File: src/rtl/mem_port_arbiter_pkg.sv
// Shared types and helpers for the multi-master byte-wide memory port arbiter.
package mem_port_arbiter_pkg;

  typedef enum logic [1:0] {
    ST_IDLE    = 2'd0,
    ST_XFER    = 2'd1,
    ST_RD_TAIL = 2'd2
  } state_e;

  localparam int MAX_MASTERS = 8;

  function automatic logic [2:0] onehot_to_idx(input logic [MAX_MASTERS-1:0] oh);
    logic [2:0] idx;
    idx = '0;
    for (int k = 0; k < MAX_MASTERS; k++) begin
      if (oh[k]) idx = 3'(k);
    end
    return idx;
  endfunction

endpackage

File: src/rtl/mem_port_arbiter_rr.sv
// Round-robin picker: first requester at or after ptr, wrapping through all N bits.
module rr_arbiter #(
  parameter int N  = 3,
  parameter int PW = 2
) (
  input  logic [N-1:0]  req,
  input  logic [PW-1:0] ptr,
  output logic [N-1:0]  grant
);

  // NOTE: every always_comb output gets a default first so no latch is inferred.
  always_comb begin
    int idx;
    grant = '0;
    // Walk from the farthest candidate back to ptr so the nearest one wins.
    for (int k = N - 1; k >= 0; k--) begin
      idx = (int'(ptr) + k) % N;
      if (req[idx]) begin
        grant      = '0;
        grant[idx] = 1'b1;
      end
    end
  end

endmodule

File: src/rtl/mem_port_arbiter.sv
// N-master arbiter for the byte-wide memory port: multi-byte reads/writes issued one
// byte per cycle, master 0 has absolute priority, the rest share round-robin.
module mem_port_arbiter
  import mem_port_arbiter_pkg::*;
#(
  parameter int NUM_MASTERS    = 3,
  parameter int RAM_ADDR_WIDTH = 17
) (
  input  logic                      clk_in,
  input  logic                      rst_n_in,
  input  logic                      rdy_in,
  input  logic [NUM_MASTERS-1:0]    req_valid,
  input  logic [NUM_MASTERS-1:0]    req_wr,
  input  logic [2*NUM_MASTERS-1:0]  req_len,
  input  logic [32*NUM_MASTERS-1:0] req_addr,
  input  logic [32*NUM_MASTERS-1:0] req_wdata,
  output logic [NUM_MASTERS-1:0]    req_ready,
  output logic [NUM_MASTERS-1:0]    resp_valid,
  output logic [31:0]               resp_rdata,
  output logic [31:0]               mem_a,
  output logic                      mem_wr,
  output logic [7:0]                mem_dout,
  input  logic [7:0]                mem_din,
  output logic                      io_en
);

  localparam int PW = $clog2(NUM_MASTERS);

  state_e           state_q, state_d;
  logic [2:0]       owner_q, owner_d;
  logic [PW-1:0]    rr_ptr_q, rr_ptr_d;
  logic [31:0]      addr_q, addr_d;
  logic [1:0]       len_q, len_d;
  logic             wr_q, wr_d;
  logic [31:0]      wdata_q, wdata_d;
  logic [1:0]       i_q, i_d;
  logic [1:0]       c_q, c_d;
  logic             issued_q, issued_d;
  logic [31:0]      rdata_q, rdata_d;
  logic             resp_valid_q, resp_valid_d;

  logic [NUM_MASTERS-1:0] rr_req, rr_grant, win_oh;
  logic [2:0]             win_idx;
  logic                   grant_ok;
  int                     w;

  rr_arbiter #(.N(NUM_MASTERS), .PW(PW)) u_rr (
    .req   (rr_req),
    .ptr   (rr_ptr_q),
    .grant (rr_grant)
  );

  always_comb begin
    rr_req    = req_valid;
    rr_req[0] = 1'b0;
    win_oh    = req_valid[0] ? NUM_MASTERS'(1) : rr_grant;
    win_idx   = onehot_to_idx(MAX_MASTERS'(win_oh));
    w         = int'(win_idx);
    // The resp_valid cycle is kept free of grants so the two pulses never coincide.
    grant_ok  = rst_n_in && rdy_in && (state_q == ST_IDLE) && !resp_valid_q && (|req_valid);
  end

  always_comb begin
    state_d      = state_q;
    owner_d      = owner_q;
    rr_ptr_d     = rr_ptr_q;
    addr_d       = addr_q;
    len_d        = len_q;
    wr_d         = wr_q;
    wdata_d      = wdata_q;
    i_d          = i_q;
    c_d          = c_q;
    issued_d     = issued_q;
    rdata_d      = rdata_q;
    resp_valid_d = 1'b0;

    // The byte issued last cycle lands one cycle later, only if both cycles were ready.
    if ((state_q != ST_IDLE) && rdy_in && issued_q) begin
      rdata_d[8*c_q +: 8] = mem_din;
      c_d                 = c_q + 2'd1;
    end

    unique case (state_q)
      ST_IDLE: begin
        if (grant_ok) begin
          owner_d  = win_idx;
          addr_d   = req_addr[32*w +: 32];
          len_d    = req_len[2*w +: 2];
          wr_d     = req_wr[w];
          wdata_d  = req_wdata[32*w +: 32];
          i_d      = '0;
          c_d      = '0;
          issued_d = 1'b0;
          rdata_d  = '0;
          state_d  = ST_XFER;
          if (w != 0) begin
            rr_ptr_d = (w == NUM_MASTERS - 1) ? PW'(1) : PW'(w + 1);
          end
        end
      end
      ST_XFER: begin
        if (rdy_in) begin
          issued_d = !wr_q;
          i_d      = i_q + 2'd1;
          if (i_q == len_q) begin
            state_d      = wr_q ? ST_IDLE : ST_RD_TAIL;
            resp_valid_d = wr_q;
          end
        end else begin
          // Rewind a read to the first un-captured byte; strobed write bytes stay done.
          issued_d = 1'b0;
          if (!wr_q) i_d = c_q;
        end
      end
      ST_RD_TAIL: begin
        issued_d = 1'b0;
        if (rdy_in) begin
          resp_valid_d = 1'b1;
          state_d      = ST_IDLE;
        end else begin
          i_d     = c_q;
          state_d = ST_XFER;
        end
      end
      default: state_d = ST_IDLE;
    endcase
  end

  always_comb begin
    req_ready  = grant_ok ? win_oh : '0;
    resp_valid = resp_valid_q ? (NUM_MASTERS'(1) << owner_q) : '0;
    resp_rdata = resp_valid_q ? rdata_q : '0;
    mem_a      = (state_q == ST_XFER) ? (addr_q + 32'(i_q)) : '0;
    io_en      = mem_a[RAM_ADDR_WIDTH];
    mem_wr     = (state_q == ST_XFER) && wr_q && rdy_in;
    mem_dout   = mem_wr ? wdata_q[8*i_q +: 8] : '0;
  end

  // NOTE: sequential state uses non-blocking assignments so all flops update together.
  always_ff @(posedge clk_in or negedge rst_n_in) begin
    if (!rst_n_in) begin
      state_q      <= ST_IDLE;
      owner_q      <= '0;
      rr_ptr_q     <= PW'(1);
      addr_q       <= '0;
      len_q        <= '0;
      wr_q         <= 1'b0;
      wdata_q      <= '0;
      i_q          <= '0;
      c_q          <= '0;
      issued_q     <= 1'b0;
      rdata_q      <= '0;
      resp_valid_q <= 1'b0;
    end else begin
      state_q      <= state_d;
      owner_q      <= owner_d;
      rr_ptr_q     <= rr_ptr_d;
      addr_q       <= addr_d;
      len_q        <= len_d;
      wr_q         <= wr_d;
      wdata_q      <= wdata_d;
      i_q          <= i_d;
      c_q          <= c_d;
      issued_q     <= issued_d;
      rdata_q      <= rdata_d;
      resp_valid_q <= resp_valid_d;
    end
  end

endmodule

File: config.mk
export PLATFORM = sky130hd
export DESIGN_NAME = mem_port_arbiter
export DESIGN_NICKNAME = d
export VERILOG_FILES = /design/src/rtl/mem_port_arbiter_pkg.sv /design/src/rtl/mem_port_arbiter_rr.sv /design/src/rtl/mem_port_arbiter.sv
export SDC_FILE = /design/constraint.sdc
export NUM_CORES = 1
export LEC_CHECK = 0
export ABC_AREA = 1
export BUFFER_PORTS_ARGS = -buffer_cell sky130_fd_sc_hd__buf_2
export CAP_MARGIN = 5
export CORE_AREA = 2 2 96 191
export CTS_CLUSTER_SIZE = 24
export DETAILED_ROUTE_END_ITERATION = 7
export DIE_AREA = 0 0 98 193
export PLACE_DENSITY = 0.9
export SYNTH_ARGS = -nofsm -noshare
export SYNTH_HDL_FRONTEND = slang
export SYNTH_HIERARCHICAL = 1
export SYNTH_SLANG_ARGS = --single-unit
File: constraint.sdc
create_clock -name clk_in -period 2.5 [get_ports clk_in]
set_input_delay 0.375 -clock clk_in [delete_from_list [all_inputs] [get_ports clk_in]]
set_output_delay 0.375 -clock clk_in [all_outputs]
set_load 0.01 [all_outputs]
### After elaboration in Yosys (flattened, before gate mapping)

Cells that the tools add are included.

* add/subtract/negate cells: 7
* div/mod/pow operators: 3
* order comparisons: 7
* eq/ne operators: 9
* shift operators: 7
* mux-type cells: 54
* reduce and logical (&&, ||, !) cells: 23

Operators by type and width (count)
* 96-bit by 9-bit variable part select with 32-bit output: 2
* 32-bit two-way mux: 5
* 32-bit by 1-bit greater-or-equal comparator with 1-bit output (second input constant): 3
* 32-bit by 4-bit < comparator with 1-bit output (second input constant): 3
* 32-bit by 3-bit remainder unit with 32-bit output (second input constant): 2
* 5-bit negator with 34-bit output: 1
* 8-bit by 34-bit variable shift with 32-bit output (first input constant): 1
* 8-bit by 34-bit variable part select with 32-bit output: 1
* 32-bit by 2-bit adder with 32-bit output: 1
* 32-bit bitwise mux: 1
* 3-bit by 3-bit remainder unit with 32-bit output (second input constant): 1
* 32-bit nonzero test: 1
* 32-bit by 6-bit variable part select with 8-bit output: 1
* 2-bit two-way mux: 13
* 3-bit two-way mux: 6
* 1-bit two-way mux: 17
* 2-bit case mux with 3 select lines: 2
* 1-bit logical AND: 11
* 1-bit binary-select mux with 2-bit select: 4
* 8-bit two-way mux: 1
* 2-bit != test (second input constant): 4
* 2-bit by 1-bit adder with 2-bit output (second input constant): 3
* 1-bit demux with 2-bit select: 3
* 3-bit AND reduction: 2
* other kinds (19): 21

* flip-flop bits (word level): 112
* input port bits: 215
* output and inout port bits: 80
* word-level logic and storage cells: 122

### Depth between registers and ports, before layout

Gate-level depths: netlist of the first run.

* word-level depth: 14
* mapped depth: 17
* gate-level depth less buffers: 15

### Cells and area by module

The synthesis of the first run kept the hierarchy.

Modules (own cells, without submodules)
* mem_port_arbiter: instances 1, cells each 1185, area each 7703.6 um^2, seq. area each 2778.9 um^2
* rr_arbiter: instances 1, cells each 46, area each 246.5 um^2, seq. area each 0.0 um^2

### Worst setup path before layout of the first run

OpenSTA, ideal clock, no wires.

* path type: flip-flop to output port
* from: register rr_ptr_q[0]
* to: output port req_ready[2]
* data arrival time: 2.036 ns
* required time: 2.125 ns
* path slack: 0.089 ns
* stages on the path, launching flop included: 15
* path buffers: 1
* path through: dfstp_2 inv_1 ha_1 inv_2 nand2_1 nand2_2 nand2_2 nand2_1 nand3_1 o21ai_0 inv_1 nor2_2 buf_2 nand2_1 inv_1

* cells in the longest elaborated chain, start to end: 11
* elaborated cells between the ends (all ways): 34
* classes of those cells: 2 x add/sub; 3 x div; 6 x order compare; 20 x mux; 3 x reduce/logical

Ends and longest elaborated chain
* from (decl): line mem_port_arbiter.sv:31 `logic [PW-1:0] rr_ptr_q, rr_ptr_d;`
* from (signal assigned): line mem_port_arbiter.sv:157 `rr_ptr_q <= rr_ptr_d;`
* 2-bit by 2-bit adder with 3-bit output: line mem_port_arbiter_rr.sv:17 `idx = (int'(ptr) + k) % N;`
* 32-bit by 3-bit remainder unit with 32-bit output: line mem_port_arbiter_rr.sv:17
* 32-bit by 1-bit greater-or-equal comparator with 1-bit output (implied by the code) / 32-bit by 4-bit < comparator with 1-bit output (equally long branches): line mem_port_arbiter_rr.sv:20 `grant[idx] = 1'b1;`
* 1-bit logical AND (implied by the code): line mem_port_arbiter_rr.sv:20
* 1-bit two-way mux (implied by the code): line mem_port_arbiter_rr.sv:20
* 1-bit demux with 2-bit select
* 3-bit two-way mux (2 in a row): line mem_port_arbiter_rr.sv:18 `if (req[idx]) begin`
* 3-bit two-way mux *: line mem_port_arbiter_rr.sv:18
* net rr_grant[2]: line mem_port_arbiter.sv:42 `logic [NUM_MASTERS-1:0] rr_req, rr_grant, win_oh;`
* 3-bit two-way mux *: line mem_port_arbiter.sv:56 `win_oh = req_valid[0] ? NUM_MASTERS'(1) : rr_grant;`
* 3-bit two-way mux *: line mem_port_arbiter.sv:130 `req_ready = grant_ok ? win_oh : '0;`
* to (decl): line mem_port_arbiter.sv:17 `output logic [NUM_MASTERS-1:0] req_ready,`

The timed path passes the listed nets; every way through them passes the cells marked *. The select of a mux whose other input is x is not followed.

### Worst setup path in the final report of the first run

* from: register rr_ptr_q[0]
* to: output port req_ready[1]

The elaborated chain is that of the path after synthesis.

==> results of run 1 <==
## cell usage after synthesis, types with 5 or more instances
cell      number  area [um2]
dfrtp_1      110        2750
a21oi_1      164         821
buf_2         31         155
o21ai_1        7        35.0
clkbuf_1      22        82.6
inv_2          5        18.8
inv_1        181         679
o21ai_0       67         335
nand2_1      257         965
nor2_1       217         815
xnor2_1        6        52.6
o211ai_1      68         510
ha_1          15         188
nand3_1       33         165
nor3_1         7        35.0
## worst max-delay path, stage by stage (launching register included)
cell     delay [ps]
dfstp_2         550
inv_2            50
ha_4            300
inv_4            50
nand2_4          70
nand2_4          70
nand2_2          90
nand3_2         100
a21oi_2         150
inv_2            50
nor2_4           90
inv_2            60
nor2_4          140
buf_6           130
## path summary, 6_finish.rpt
path | startpoint | to | slack, ps | cells past startpoint
setup reg to reg | rr_ptr_q[0] | wdata_q[0] | 80 | 16
setup / recovery | rr_ptr_q[0] | req_ready[1] | -120 | 13
min in group clk_in | req_wdata[81] | wdata_q[17] | 300 | 3
hold / removal | rst_n_in | c_q[1] | 100 | 2
max in group asynchronous | rst_n_in | rr_ptr_q[1] | 1820 | 2
hold reg to reg | issued_q | issued_q | 520 | 2
## layout make-up
class	count	area [um2]
Fill cell	1655	7150
Clock buffer	10	229
Clock inverter	6	68.8
Inverter	187	708
Timing Repair Buffer	335	1940
Tap cell	213	267
Multi-Input combinational cell	872	4370
Sequential cell	111	2780
## where the power goes
part | total, W | internal [W] | leakage [nW] | switching (W)
Sequential | 0.00325 | 0.00252 | 1.34 | 0.000730
Combinational | 0.00670 | 0.00259 | 4.37 | 0.00412
Clock | 0.00149 | 0.000787 | 0.143 | 0.000702
Total | 0.0114 | 0.00589 | 5.85 | 0.00555
## per-layer routing
metal	track usage	part of all wire
met1	0.313	0.37
met2	0.499	0.51
met4	0.111	0.038
met3	0.0501	0.088
met5	0	0.00047
## logic make-up after synthesis
kind of cell	count (synthesis)	share of synthesized area
compound gates	312	0.220
xor+xnor	10	0.0110
fa+ha+maj	16	0.0261
buf+inv	250	0.127
flops	111	0.350
other cells	1	0.000472
simple gates	531	0.266
## flip-flops by register name, summed over array words and instances, names as in the netlist
register	count
resp_valid_q	1
issued_q	1
owner_q	2
i_q	2
state_q	2
rdata_q	32
c_q	2
wdata_q	32
addr_q	32
len_q	2
wr_q	1
rr_ptr_q	2
## metrics by stage
stage | util | TNS [ps] | std cells | hold slack, ps
2_1_floorplan | - | 0 | 1233 | 79.4
3_3_place_gp | 0.549 | 0 | 1696 | 496
3_5_place_dp | 0.549 | -11.6 | 1696 | 506
4_1_cts | 0.577 | -83.2 | 1721 | 174
5_1_grt | 0.592 | -468 | 1734 | 192
6_report | 0.592 | -169 | 1734 | 105
## repair_timing
| action | CTS | global route |
|---|---|---|
| buffers inserted | 9 | 9 |
| cloned | 0 | 4 |
| gates resized for setup | 29 | 35 |
| setup endpoints to repair | 20 | 93 |
| pin swaps | 12 | 17 |
==> flow_metrics.env, run 1 <==
export IMPL_grt_pass1_vias=8788
export IMPL_first_iter_violations=492
export IMPL_vias=9266
export IMPL_cts_buffers=9
export IMPL_wl_per_cell_um=15.8
export IMPL_postPlaceCellArea_um2=9620
export IMPL_ys_seq_area_frac=0.350
export IMPL_worstHoldPathType="primary input to asynchronous set/reset pin"
export IMPL_synth_flop_cell="dfrtp_1"
export IMPL_fp_dieW_um=98
export IMPL_synth_distinct_cells=36
export IMPL_die_h_um=193
export IMPL_cts_sinks=111
export IMPL_drv_cap=0
export IMPL_fmax_mhz=381
export IMPL_mostFrequentLayoutCells="292 x buf_2, 246 x nand2_1, 201 x nor2_1"
export IMPL_drt_pass1_iterations=5
export IMPL_pre_cts_slack_ps=-10.7
export IMPL_skew_ps=15.9
export IMPL_hold_viol=0
export IMPL_synth_edf_count=0
export IMPL_ir_worst_vdd_uv=644
export IMPL_grt_start_max_net_pins=112
export IMPL_overflow=0
export IMPL_grt_pass1_wl_mm=41.9
export IMPL_ios=295
export IMPL_rsz0062_at_grt="yes"
export IMPL_worst_slew_pin_slew_ps=651
export IMPL_final_common_cell="buf_2"
export IMPL_coreArea_um2=17500
export IMPL_synth_seq_cells=111
export IMPL_drive_above_1_share=0.270
export IMPL_cp_required_ps=2120
export IMPL_ant_nets=0
export IMPL_fin_nets=1747
export IMPL_synth_area_um2=7950
export IMPL_arrival_ps=2250
export IMPL_power_w=0.0114
export IMPL_root_buffer="clkbuf_16"
export IMPL_via_per_inst=5.34
export IMPL_syn_avg_cell_area_um2=6.46
export IMPL_remaining_drc_errors=0
export IMPL_port_buffer_count=294
export IMPL_start_util=0.454
export IMPL_ys_async_sr_fraction=1.00
export IMPL_num_antenna_cells=0
export IMPL_layout_min_cycle_time_ps=2620
export IMPL_htreeDepth=3
export IMPL_drv_slew=0
export IMPL_ctsHoldBuffers=0
export IMPL_routed_wl_mm=27.4
export IMPL_setup_viol=2
export IMPL_crit_type="register to primary output"
export IMPL_rows=69
export IMPL_finalInstanceArea_um2=10400
export IMPL_slew_limit_headroom=0.566
export IMPL_cp_start_kind="register"
export IMPL_clock_latency_ps=360
export IMPL_finalCritPeriodShare=1.05
export IMPL_dp_hpwl_mm=20.0
export IMPL_grt_usage=0.274
export IMPL_gp_congestion=0.961
export IMPL_postSynthCellCount=1231
export IMPL_path_clk_slew_ps=80
export IMPL_ys_warn_count=6
export IMPL_cts_tree="built"
export IMPL_cp_max_fo=5
export IMPL_p_leak_nw=5.85
export IMPL_dieArea_um2=18900
export IMPL_power_density_nw_per_um2=1100
export IMPL_status="finished with violations"
export IMPL_crit_path_end_kind="primary output"
export IMPL_setup_slack_ps=-123
export IMPL_antenna_found_initial=2
export IMPL_clock_path_buffers=2
export IMPL_area_growth_pct=30.5
export IMPL_violations="negative setup slack"
No activity file was read; power rests on OpenSTA's default activity.
==> run 2, diff against run 1 <==
Settings changed: BUFFER_PORTS_ARGS -buffer_cell sky130_fd_sc_hd__buf_2 to -buffer_cell sky130_fd_sc_hd__buf_4, CORE_AREA 2 2 96 191 to 2 2 109 216, DIE_AREA 0 0 98 193 to 0 0 111 218, PLACE_DENSITY 0.9 to 0.75, SKIP_LAST_GASP set to 1.
==> run 2 against run 1 <==
Compared with the run above: the run still ends with negative setup slack left; worst setup slack worse by 7.3 ps; register-to-register slack got worse by 130 ps; largest power group unchanged; total power up 1.4%; largest cell class unchanged; die area grew 28%.
==> flow_metrics.env, run 2 (synthesis results as in run 1) <==
export IMPL_fin_util=0.496
export IMPL_overflow=0
export IMPL_drv_slew=0
export IMPL_setup_slack_ps=-131
export IMPL_clock_latency_ps=370
export IMPL_rsz0062_at_grt="yes"
export IMPL_power_switching_w=0.00558
export IMPL_power_density_nw_per_um2=1040
export IMPL_grt_pass1_wl_mm=45.7
export IMPL_routed_wl_mm=29.1
export IMPL_worstHoldPathType="primary input to asynchronous set/reset pin"
export IMPL_fill_cells=2265
export IMPL_area_growth_pct=40.7
export IMPL_drt_pass1_iterations=5
export IMPL_route_met3_wl_mm=1.39
export IMPL_first_iter_violations=473
export IMPL_mostFrequentLayoutCells="325 x buf_4, 238 x nand2_1, 196 x nor2_1"
export IMPL_crit_type="register to primary output"
export IMPL_reg_top3="addr_q: 32 flops, rdata_q: 32 flops, wdata_q: 32 flops"
export IMPL_crit_path_end_kind="primary output"
export IMPL_start_util=0.353
export IMPL_clock_path_buffers=2
export IMPL_remaining_drc_errors=0
export IMPL_finalInstanceArea_um2=11200
export IMPL_skew_ps=14.9
export IMPL_vias=9193
export IMPL_fmax_mhz=380
export IMPL_ios=295
export IMPL_status="finished with violations"
export IMPL_grt_pass1_vias=9357
export IMPL_fp_dieW_um=111
export IMPL_finalCritPeriodShare=1.05
export IMPL_gp_congestion=0.966
export IMPL_p_sw_frac=0.481
export IMPL_final_common_cell="buf_4"
export IMPL_htreeDepth=3
export IMPL_grt_start_max_net_pins=69
export IMPL_cp_required_ps=2120
export IMPL_cp_start_kind="register"
export IMPL_cp_max_fo=5
export IMPL_ctsHoldBuffers=0
export IMPL_top_layer_used="met4"
export IMPL_root_buffer="clkbuf_16"
export IMPL_cts_tree="built"
export IMPL_cts_buffers=9
export IMPL_pwr_share_clk=0.119
export IMPL_antenna_found_initial=2
export IMPL_drv_cap=0
export IMPL_cts_sinks=111
export IMPL_layout_min_cycle_time_ps=2630
export IMPL_drive_above_1_share=0.282
export IMPL_seqPwrFrac=0.281
export IMPL_port_buffer_count=294
export IMPL_rows=78
export IMPL_wl_met2_mm=15.8
export IMPL_ant_nets=0
export IMPL_dieArea_um2=24200
export IMPL_postPlaceCellArea_um2=10500
export IMPL_wl_met1_mm=10.1
export IMPL_placed_cells=1770
export IMPL_path_clk_slew_ps=70
export IMPL_p_int_w=0.00602
export IMPL_worst_slew_pin_slew_ps=866
export IMPL_via_per_inst=5.09
export IMPL_die_h_um=218
export IMPL_wl_per_cell_um=16.1
export IMPL_coreArea_um2=22500
export IMPL_final_cell_count_no_fill=1806
export IMPL_ir_worst_vdd_uv=571
export IMPL_grt_usage=0.235
export IMPL_power_frac_comb=0.600
export IMPL_slew_limit_headroom=0.422
export IMPL_dp_hpwl_mm=22.6
export IMPL_arrival_ps=2260
export IMPL_fin_nets=1750
export IMPL_setup_viol=5
export IMPL_violations="negative setup slack"
export IMPL_p_leak_nw=6.00
export IMPL_hold_viol=0
## run 2: stage by stage
step / power, W / setup TNS [ps] / worst slack [ps] / hold slack (ps)
2_1_floorplan: 0.00712 / 0 / 89.3 / 79.4
3_3_place_gp: 0.00938 / -162 / -162 / 500
3_5_place_dp: 0.00952 / -762 / -138 / 500
4_1_cts: 0.0112 / -70.2 / -50.6 / 150
5_1_grt: 0.0125 / -3460 / -236 / 173
6_report: 0.0116 / -262 / -131 / 126
## run 2: path summary, 6_finish.rpt
kind                               from           end  cells past startpoint  slack [ps]
setup / recovery            rr_ptr_q[0]  req_ready[1]                     14        -130
setup reg to reg            rr_ptr_q[0]    addr_q[19]                     16         -50
max in group asynchronous      rst_n_in   rr_ptr_q[1]                      3        1010
hold / removal                 rst_n_in     addr_q[5]                      2         130
min in group clk_in        req_addr[94]    addr_q[30]                      3         290
hold reg to reg             rdata_q[15]   rdata_q[15]                      2         510
## run 2: repair_timing
item                       in CTS  in global routing
pin swaps                      17                 20
cloned                          1                  0
setup buffers                   8                 11
setup endpoints to repair      51                 98
resized for setup              38                 53
## run 2: worst max-delay path, stage by stage, from the launching register on
cell and delay, ps:
dfstp_2 550, inv_2 60, ha_4 240, inv_4 60, nand2_2 60, nand2_4 90
nand3_2 80, nand2_1 60, inv_1 40, a21oi_2 120, inv_1 60, nor2_2 120
inv_2 70, nor2_4 150, buf_6 120
## run 2: per-layer routing
metal	vias up	track usage
met5	-	0
met4	0	0.145
met3	87	0.0375
met2	367	0.451
met1	4251	0.232
li1	4488	-
## run 2: power groups by stage
stage / logic (W) / registers, W / clock network, W
finish: 0.00696 / 0.00326 / 0.00138
global route: 0.00768 / 0.00335 / 0.00147
CTS: 0.00660 / 0.00322 / 0.00141
detailed placement: 0.00627 / 0.00324 / 0
global placement: 0.00616 / 0.00322 / 0
floorplan: 0.00414 / 0.00298 / 0
## run 2: layout make-up
class	instances	area, um2	share of cell area
Timing Repair Buffer	337	2630	0.235
Clock buffer	12	236	0.0211
Antenna cell	2	5.00	0.000447
Clock inverter	4	30.0	0.00268
Sequential cell	111	2780	0.249
Multi-Input combinational cell	873	4440	0.397
Tap cell	280	350	0.0313
Inverter	187	708	0.0633
==> run 3, diff against run 2 <==
Settings changed: CORE_AREA 2 2 109 216 to 2 2 96 191, DIE_AREA 0 0 111 218 to 0 0 98 193, PLACE_DENSITY 0.75 to 0.9.
==> run 3 against run 2 <==
Compared with the run above: the flow still finishes with violations (negative setup slack); sequential share of layout area rose by 0.050 points; total power grew 3.5%; core utilization is 14 points higher; via count up 1.8%; register-to-register slack improved by 130 ps; hold slack lost 1.2 ps; fmax grew 1.1%; first-iteration DRC count is 11% higher; clock power increased by 4%; critical path type unchanged; largest cell class unchanged; highest routed layer unchanged.
==> flow_metrics.env, run 3 (synthesis results as in run 1) <==
export IMPL_crit_type="register to primary output"
export IMPL_slew_limit_headroom=0.582
export IMPL_power_density_nw_per_um2=1070
export IMPL_tns_ps=-168
export IMPL_antenna_found_initial=0
export IMPL_p_leak_nw=6.07
export IMPL_path_clk_slew_ps=70
export IMPL_rsz0062_at_grt="yes"
export IMPL_reg_top3="addr_q: 32 flops, rdata_q: 32 flops, wdata_q: 32 flops"
export IMPL_finalCritPeriodShare=1.04
export IMPL_routed_wl_mm=28.9
export IMPL_path_cells="inv_2 > ha_4 > inv_4 > nand3_1 > nand2_4 > nand3_2 > a21oi_2 > inv_1 > nor2_2 > inv_2 > nor2_4 > buf_6"
export IMPL_die_h_um=193
export IMPL_hold_viol=0
export IMPL_fp_dieW_um=98
export IMPL_fin_nets=1750
export IMPL_cts_sinks=111
export IMPL_cp_required_ps=2120
export IMPL_clock_latency_ps=360
export IMPL_overflow=0
export IMPL_fin_util=0.637
export IMPL_clock_path_buffers=2
export IMPL_gp_congestion=1.00
export IMPL_first_iter_violations=527
export IMPL_grt_usage=0.279
export IMPL_status="finished with violations"
export IMPL_drive_above_1_share=0.270
export IMPL_wl_per_cell_um=16.7
export IMPL_cts_tree="built"
export IMPL_slowest_stage="dfstp_2"
export IMPL_skew_ps=12.8
export IMPL_grt_start_max_net_pins=112
export IMPL_drv_slew=0
export IMPL_port_buffer_count=294
export IMPL_drt_pass1_iterations=7
export IMPL_cp_start_kind="register"
export IMPL_layout_min_cycle_time_ps=2600
export IMPL_coreArea_um2=17500
export IMPL_vias=9361
export IMPL_cts_buffers=9
export IMPL_grt_pass1_vias=8621
export IMPL_start_util=0.454
export IMPL_crit_path_end_kind="primary output"
export IMPL_fmax_mhz=384
export IMPL_drv_cap=0
export IMPL_ios=295
export IMPL_via_per_inst=5.40
export IMPL_setup_viol=3
export IMPL_power_w=0.0120
export IMPL_htreeDepth=3
export IMPL_ctsHoldBuffers=0
export IMPL_mostFrequentLayoutCells="322 x buf_4, 243 x nand2_1, 207 x nor2_1"
export IMPL_area_growth_pct=40.4
export IMPL_ir_worst_vdd_uv=646
export IMPL_final_common_cell="buf_4"
export IMPL_grt_pass1_wl_mm=42.3
export IMPL_worstHoldPathType="primary input to asynchronous set/reset pin"
export IMPL_whs_ps=125
export IMPL_slowest_delay_ps=540
export IMPL_finalInstanceArea_um2=11200
export IMPL_num_antenna_cells=0
export IMPL_postPlaceCellArea_um2=10400
export IMPL_remaining_drc_errors=0
export IMPL_setup_slack_ps=-102
export IMPL_dp_hpwl_mm=20.3
export IMPL_cp_common_cell="inv_2"
export IMPL_worst_slew_pin_slew_ps=627
export IMPL_cp_max_fo=3
export IMPL_root_buffer="clkbuf_16"
export IMPL_arrival_ps=2230
export IMPL_rows=69
export IMPL_dieArea_um2=18900
export IMPL_ant_nets=0
export IMPL_violations="negative setup slack"
## run 3: area by class of cell
| cell class | instances | area (um2) |
|---|---|---|
| clock inverters | 4 | 48.8 |
| clock buffers | 9 | 225 |
| flip-flops and latches | 111 | 2780 |
| well taps | 213 | 267 |
| inverters | 187 | 704 |
| fillers | 1538 | 6360 |
| repair buffers | 338 | 2740 |
| multi-input cells | 872 | 4400 |
## run 3: per-layer routing
metal	GRT usage	up-vias	wire [um]
li1	-	4498	-
met5	0	-	0
met4	0.127	0	1260
met1	0.325	4240	10300
met3	0.0573	78	2730
met2	0.492	545	14600
## run 3: path summary, 6_finish.rpt
kind                               startpoint            to  slack [ps]  depth (start not counted)
worst max-delay path              rr_ptr_q[0]  req_ready[1]        -100                         12
worst min register to register    rdata_q[26]   rdata_q[26]         520                          2
max in group asynchronous            rst_n_in        i_q[1]        1870                          2
min in group clk_in             req_wdata[80]   wdata_q[16]         290                          3
worst min-delay path                 rst_n_in   rdata_q[10]         130                          2
worst max register to register    rr_ptr_q[0]   wdata_q[27]          80                         15
## run 3: power by group
| part | switching [W] | total (W) | internal, W |
|---|---|---|---|
| Combinational | 0.00428 | 0.00730 | 0.00302 |
| Sequential | 0.000735 | 0.00325 | 0.00252 |
| Clock | 0.000681 | 0.00144 | 0.000763 |
| Total | 0.00570 | 0.0120 | 0.00630 |
## run 3: worst max-delay path, delay by kind of cell, from the launching register on
family          cells  cell delay [ps]
compound gates      1              110
fa+ha+maj           1              240
buf+inv             5              380
flops               1              540
simple gates        5              610
## run 3: per-stage QoR
step / setup slack (ps) / cells
after global placement: 144 / 1696
after global routing: -187 / 1734
after CTS: -28.4 / 1723
after floorplan: 89.3 / 1233
final: -102 / 1734
after detailed placement: 75.6 / 1696
## run 3: repair_timing
| action | in CTS | in global routing |
|---|---|---|
| setup buffers | 14 | 8 |
| cloned | 0 | 5 |
| endpoints found under the setup margin | 14 | 99 |
| gates resized for setup | 29 | 34 |
| pin swaps | 13 | 16 |
